==> src/rtl/mult_op_sequencer.sv <==
// Operand-issue and result-capture sequencer for the 8x8 serial shift-add multiplier.
// Buffers one operand pair, launches the multiplier, captures its product and guards against a hang.
`timescale 1ns/1ps
module mult_op_sequencer #(
  parameter int unsigned TIMEOUT = 12
) (
  input  logic        clk,
  input  logic        rst,
  input  logic        in_valid,
  output logic        in_ready,
  input  logic [7:0]  in_a,
  input  logic [7:0]  in_b,
  output logic        mul_start,
  output logic [7:0]  mul_a,
  output logic [7:0]  mul_b,
  input  logic        mul_ready,
  input  logic [15:0] mul_product,
  output logic        out_valid,
  input  logic        out_ready,
  output logic [15:0] out_product,
  output logic        busy,
  output logic        err,
  output logic [7:0]  ops_done
);

  localparam int unsigned DW = 8;
  localparam int unsigned PW = 16;
  localparam int unsigned CW = 8;

  typedef enum logic [1:0] {S_IDLE, S_LAUNCH, S_RUN} state_t;

  state_t         r_state;
  logic           r_buf_valid;
  logic [DW-1:0]  r_buf_a;
  logic [DW-1:0]  r_buf_b;
  logic [CW-1:0]  r_tcnt;

  logic           w_accept;
  logic           w_out_free;
  logic           w_capture;
  logic           w_timeout;
  logic [CW-1:0]  w_tcnt_inc;

  assign w_accept   = in_valid && !r_buf_valid;
  assign w_out_free = !out_valid || out_ready;
  assign w_capture  = (r_state == S_RUN) && mul_ready && w_out_free;
  assign w_tcnt_inc = r_tcnt + CW'(1);
  assign w_timeout  = (r_state == S_RUN) && !mul_ready && (w_tcnt_inc == CW'(TIMEOUT));

  // Flop-only decodes: no combinational path from any input.
  assign in_ready = !r_buf_valid;
  assign busy     = (r_state != S_IDLE) || r_buf_valid;

  always_ff @(posedge clk) begin
    if (rst) begin
      r_state     <= S_IDLE;
      r_buf_valid <= 1'b0;
      r_buf_a     <= '0;
      r_buf_b     <= '0;
      r_tcnt      <= '0;
      mul_start   <= 1'b0;
      mul_a       <= '0;
      mul_b       <= '0;
      out_valid   <= 1'b0;
      out_product <= '0;
      err         <= 1'b0;
      ops_done    <= '0;
    end else begin
      mul_start <= 1'b0;

      // Operand buffer: a same-edge accept wins over the LAUNCH release.
      if (w_accept) begin
        r_buf_valid <= 1'b1;
        r_buf_a     <= in_a;
        r_buf_b     <= in_b;
      end else if (r_state == S_LAUNCH) begin
        r_buf_valid <= 1'b0;
      end

      // Output register: a same-edge capture keeps out_valid set.
      if (w_capture) begin
        out_valid   <= 1'b1;
        out_product <= PW'(mul_product);
        ops_done    <= ops_done + CW'(1);
      end else if (out_valid && out_ready) begin
        out_valid <= 1'b0;
      end

      case (r_state)
        S_IDLE: begin
          if (r_buf_valid) begin
            r_state   <= S_LAUNCH;
            mul_start <= 1'b1;
            mul_a     <= r_buf_a;
            mul_b     <= r_buf_b;
          end
        end
        S_LAUNCH: begin
          r_tcnt  <= '0;
          r_state <= S_RUN;
        end
        S_RUN: begin
          if (mul_ready) begin
            // A blocked output leaves the product parked in the multiplier.
            if (w_out_free) begin
              if (r_buf_valid) begin
                r_state   <= S_LAUNCH;
                mul_start <= 1'b1;
                mul_a     <= r_buf_a;
                mul_b     <= r_buf_b;
              end else begin
                r_state <= S_IDLE;
              end
            end
          end else if (w_timeout) begin
            err     <= 1'b1;
            r_state <= S_IDLE;
          end else begin
            r_tcnt <= w_tcnt_inc;
          end
        end
        default: r_state <= S_IDLE;
      endcase
    end
  end

endmodule

==> config.mk <==
export PLATFORM = sky130hd
export DESIGN_NAME = mult_op_sequencer
export DESIGN_NICKNAME = d
export VERILOG_FILES = /design/src/rtl/mult_op_sequencer.sv
export SDC_FILE = /design/constraint.sdc
export NUM_CORES = 1
export LEC_CHECK = 0
export ABC_AREA = 0
export BUFFER_PORTS_ARGS = -buffer_cell sky130_fd_sc_hd__buf_2
export CORE_UTILIZATION = 50
export CTS_BUF_LIST = sky130_fd_sc_hd__clkbuf_16
export CTS_CLUSTER_DIAMETER = 80
export DETAILED_ROUTE_END_ITERATION = 12
export PLACE_DENSITY = 0.82
export SYNTH_ARGS = -nofsm -noshare
export SYNTH_HDL_FRONTEND = slang
export SYNTH_SLANG_ARGS = --single-unit
==> constraint.sdc <==
create_clock -name clk -period 4.95 [get_ports clk]
set_clock_uncertainty 0.2 [all_clocks]
set_input_delay 1.2375 -clock clk [delete_from_list [all_inputs] [get_ports clk]]
set_output_delay 1.2375 -clock clk [all_outputs]
set_load 0.01 [all_outputs]
# After elaboration in Yosys (flattened, before gate mapping)
# Cells that the tools add are included.
dict set report word_totals {
  reg_bits 70
  output_inout_bits 45
  word_cells 71
}
dict set report classes {
  add_sub_neg 2
  n_eq_ne 10
  muxes 25
  bitwise 1
  n_reduce_logical 21
}
# cell n
set ops {}
lappend ops {{$mux W8} 8}
lappend ops {{$pmux W8 S2} 3}
lappend ops {{$add A8 B1 Y8 const B} 2}
lappend ops {{$reduce_and A3 Y1} 4}
lappend ops {{$ne A2 B2 Y1 const B} 5}
lappend ops {{$reduce_bool A2 Y1} 5}
lappend ops {{$eq A8 B4 Y1 const B} 1}
lappend ops {{$mux W1} 8}
lappend ops {{$mux W2} 4}
lappend ops {{$logic_and A1 B1 Y1} 6}
lappend ops {{$ne A3 B3 Y1 const B} 2}
lappend ops {{$pmux W2 S3} 1}
lappend ops {{$logic_not A1 Y1} 3}
lappend ops {{$eq A2 B1 Y1 const B} 1}
lappend ops {{$eq A2 B2 Y1 const B} 1}
lappend ops {{$logic_not A2 Y1} 1}
lappend ops {{$logic_or A1 B1 Y1} 2}
lappend ops {{$pmux W1 S2} 1}
lappend ops {{$not A1 Y1} 1}

# Logic depth before layout (Yosys ltp)
dict set report depth {
  word_depth 6
  depth_mapped 6
  depth_no_buf 5
}

# Worst setup path before layout
# Ideal clock, no wire load.
dict set report synth_path {
  path_type {input port to flip-flop}
  start {in mul_ready}
  end {reg r_tcnt[0]}
  setup_ns 0.121
  t_arrival_ns 2.227
  required_ns 4.629
  path_slack_ns 2.403
  stages 5
  path_cell_list {buf_6 > nor3b_2 > inv_1 > a31oi_1 > mux2_2}
}
dict set report synth_between {
  elab_chain_len 5
}
# item line
set synth_rtl {}
lappend synth_rtl {{from (decl)} 16} ;# input logic mul_ready,
lappend synth_rtl {{$logic_not A1 Y1} 48} ;# assign w_timeout = (r_state == S_RUN) && !mul_ready && (w_tcnt_inc == CW'(TIMEOUT));
lappend synth_rtl {{$logic_and A1 B1 Y1 (2 in series)} 48}
lappend synth_rtl {{$ne A2 B2 Y1 (no line)} --}
lappend synth_rtl {{$reduce_and A3 Y1 (no line) *} --}
lappend synth_rtl {{to (signal assigned)} 119} ;# r_tcnt <= w_tcnt_inc;
lappend synth_rtl {{to (decl)} 36} ;# logic [CW-1:0] r_tcnt;
# Mark *: on every way between the ends. The rest lies on a longest branch, timed or not.
# A chain may end at the register's enable or synchronous reset.

# Worst setup path in the final report
dict set report layout_path {
  start {in out_ready}
  end {reg mul_a[7]}
}
dict set report layout_between {
  elab_chain_len 3
}
# item line
set layout_rtl {}
lappend layout_rtl {{from (decl)} 19} ;# input logic out_ready,
lappend layout_rtl {{$logic_or A1 B1 Y1} 45} ;# assign w_out_free = !out_valid || out_ready;
lappend layout_rtl {{$ne A2 B2 Y1 (no line)} --}
lappend layout_rtl {{$reduce_and A3 Y1 (no line)} --}
lappend layout_rtl {{to (signal assigned)} 94} ;# mul_a <= r_buf_a;
lappend layout_rtl {{to (signal assigned)} 109} ;# mul_a <= r_buf_a;
lappend layout_rtl {{to (decl)} 14} ;# output logic [7:0] mul_a,
# No other way between the ends.

==> results.ini <==
[outcome]
status = finished, final reports clean

[floorplan]
ios = 82
rows = 26
die_w_um = 75.9
die-area_um2 = 5770
die_h_um = 75.9
core_area_um2 = 5170
initial_core_util = 0.529

[cts]
htreeDepth = 3
cts.path.max_buffers = 2
numCtsBuffers = 9
clk_pin_slew_ps = 50
cts_hold_buf = 0
tritoncts = yes
cts.sinks = 70
clk_latency_ps = 330
cts-root-buf = clkbuf_16
postCtsSetupBuffers = 0
cts_resized = 0

[place]
portBuffers = 81
post-dp-hpwl_mm = 4.20
gp_congestion = 0.822
pre_cts_slack_ps = 1930
place_inst = 464

[layout]
final_cell_mix = buf_2 (81), nand2_1 (77), dfxtp_1 (70), a21oi_1 (57), nand3_1 (21)
nets = 444
final_common_cell = buf_2
diodes = 0
drive_gt1_frac = 0.251
area_growth_syn_to_layout_pct = 24.5
fin_cells = 480

[synthesis]
yosys_warnings = 0
ys_ff_latch = 70
seq_area_frac_synth = 0.513
syn_inst = 332
syn-num-nets = 371
synth.avg_cell_area_um2 = 8.23
ys_types = 39
syn-cell-area_um2 = 2730

[power_and_ir_drop]
power_mw = 1.23
leakage_nw = 1.40
pwr_density_cell_nw_per_um2 = 361
ir_drop_uv = 247

[setup_path]
worstSetupPathType = in -> reg
worstRegToRegCells = 4
reg2reg_slack_ps = 2920
cp.required_ps = 5000
worst_setup_path_start_kind = primary input
critPathLaunch = out_ready
cp-end-kind = register
reg2reg_from = out_valid
critical_path.max_fanout = 18
crit_end = mul_a[7]
cp.arrival_ps = 2820
worstReg2RegEnd = mul_a[7]

[timing]
fin_tns_setup_ps = 0
rsz0062_at_grt = no
layout_setup_ws_ps = 2180
finalSetupViolations = 0
fin_crit_ps = 2770
timing.final.crit_share = 0.560
worst_pin_slew_ps = 1060
drv_slew = 0
hold_viol_final = 0
slew_headroom = 0.293
timing.fmax_ghz = 0.361

[drt]
dr.pass1.iters = 4
avgViaCountPerCell = 5.26
routed-via-count = 2526
drc_errors = 0
drt-initial-drc-count = 66
wl_mm = 6.13
wl_per_cell_um = 12.8
postRouteAntennaNets = 0

[global_routing]
grt_pass1_wl_mm = 10.3
track_usage = 0.226
grt_max_degree = 43
grt-ovfl-total = 0
grt_pass1_vias = 2281
antenna_found_initial = 0

[hold_path]
hp-class = reg -> reg

[job]
max_cap_viol_count = 0

worst max-delay path: stages:
cell and delay, ps:
buf_2 100, nand2b_1 220, a21boi_1 870, o21ai_0 200
a21oi_1 190
flip-flops by register name (all words and copies together), names as in the netlist:
name	cells
r_buf_a	8
r_buf_valid	1
err	1
out_product	16
r_state	2
r_buf_b	8
r_tcnt	8
mul_a	8
mul_start	1
mul_b	8
out_valid	1
ops_done	8
cell type report:
class	count	area [µm²]
Clock buffer	9	225
Clock inverter	7	33.8
Fill cell	442	1770
Inverter	7	26.3
Multi-Input combinational cell	235	1220
Sequential cell	70	1400
Tap cell	70	87.6
Timing Repair Buffer	82	413
where the power goes:
group | leakage (nW) | switching [mW] | internal, mW
combinational | 0.702 | 0.0518 | 0.0308
clock | 0.135 | 0.224 | 0.330
sequential | 0.568 | 0.0106 | 0.581
total | 1.40 | 0.287 | 0.941
cells by family (layout without fill, tap and decap cells):
group	after synthesis	after routing	synth area share
adder cells (fa/ha/maj)	2	2	0.00915
XOR/XNOR	3	3	0.00961
multiplexers	5	5	0.0201
buffers and inverters	27	105	0.0421
AND/OR/NAND/NOR	137	137	0.232
flip-flops	70	70	0.513
AO/OA/AOI/OAI	88	88	0.174
synthesized netlist by cell type, drive strengths merged:
library cell	instances	area [µm²]
nor2b	2	12.5
or2	1	6.26
a31oi	1	6.26
o22ai	1	6.26
nand4bb	1	11.3
o31a	1	8.76
xnor2	3	26.3
nor2	11	41.3
inv	7	26.3
mux2i	1	10.0
nand2b	3	18.8
ha	2	25.0
or4	2	15.0
o31ai	2	15.0
mux2	4	45.0
buf	7	40.0
clkbuf	13	48.8
or3	4	25.0
a211oi	1	12.5
a211o	1	8.76
nand2	77	289
a21boi	1	7.51
a21oi	57	285
nor3	3	15.0
dfxtp	70	1400
o211ai	3	22.5
and3	3	18.8
nand4	4	31.3
and2b	1	8.76
a41oi	1	8.76
and4	2	17.5
nor3b	1	12.5
and2	1	6.26
o21ai	19	95.1
nand3	21	105
per-layer routing:
metal  up-vias  wire length [µm]  GRT usage  part of all wire
met5         -                 0          0                 0
met4         0               230      0.146             0.038
met3        20               359     0.0627             0.059
met2        88              2680      0.349              0.44
met1      1138              2850      0.277              0.47
li1       1280                 -          -                 -
worst min path at each step:
| stage | startpoint | endpoint | slack, ps | cells after the start |
|---|---|---|---|---|
| finish | out_product[8] | out_product[8] | 250 | 2 |
| global route | r_buf_a[1] | r_buf_a[1] | 270 | 2 |
| CTS | out_product[2] | out_product[2] | 260 | 2 |
| detailed placement | out_product[10] | out_product[10] | 250 | 2 |
| global placement | out_product[2] | out_product[2] | 240 | 2 |
| floorplan | r_buf_a[0] | r_buf_a[0] | 240 | 2 |
per-stage QoR:
stage / utilization / hold slack (ps) / cell area (µm²)
after floorplan: - / 237 / 2730
after global placement: 0.608 / 239 / 3150
after detailed placement: 0.608 / 246 / 3150
after CTS: 0.658 / 256 / 3400
after global routing: 0.658 / 273 / 3400
final: 0.658 / 253 / 3400
Power figures use the tool's default switching activity.
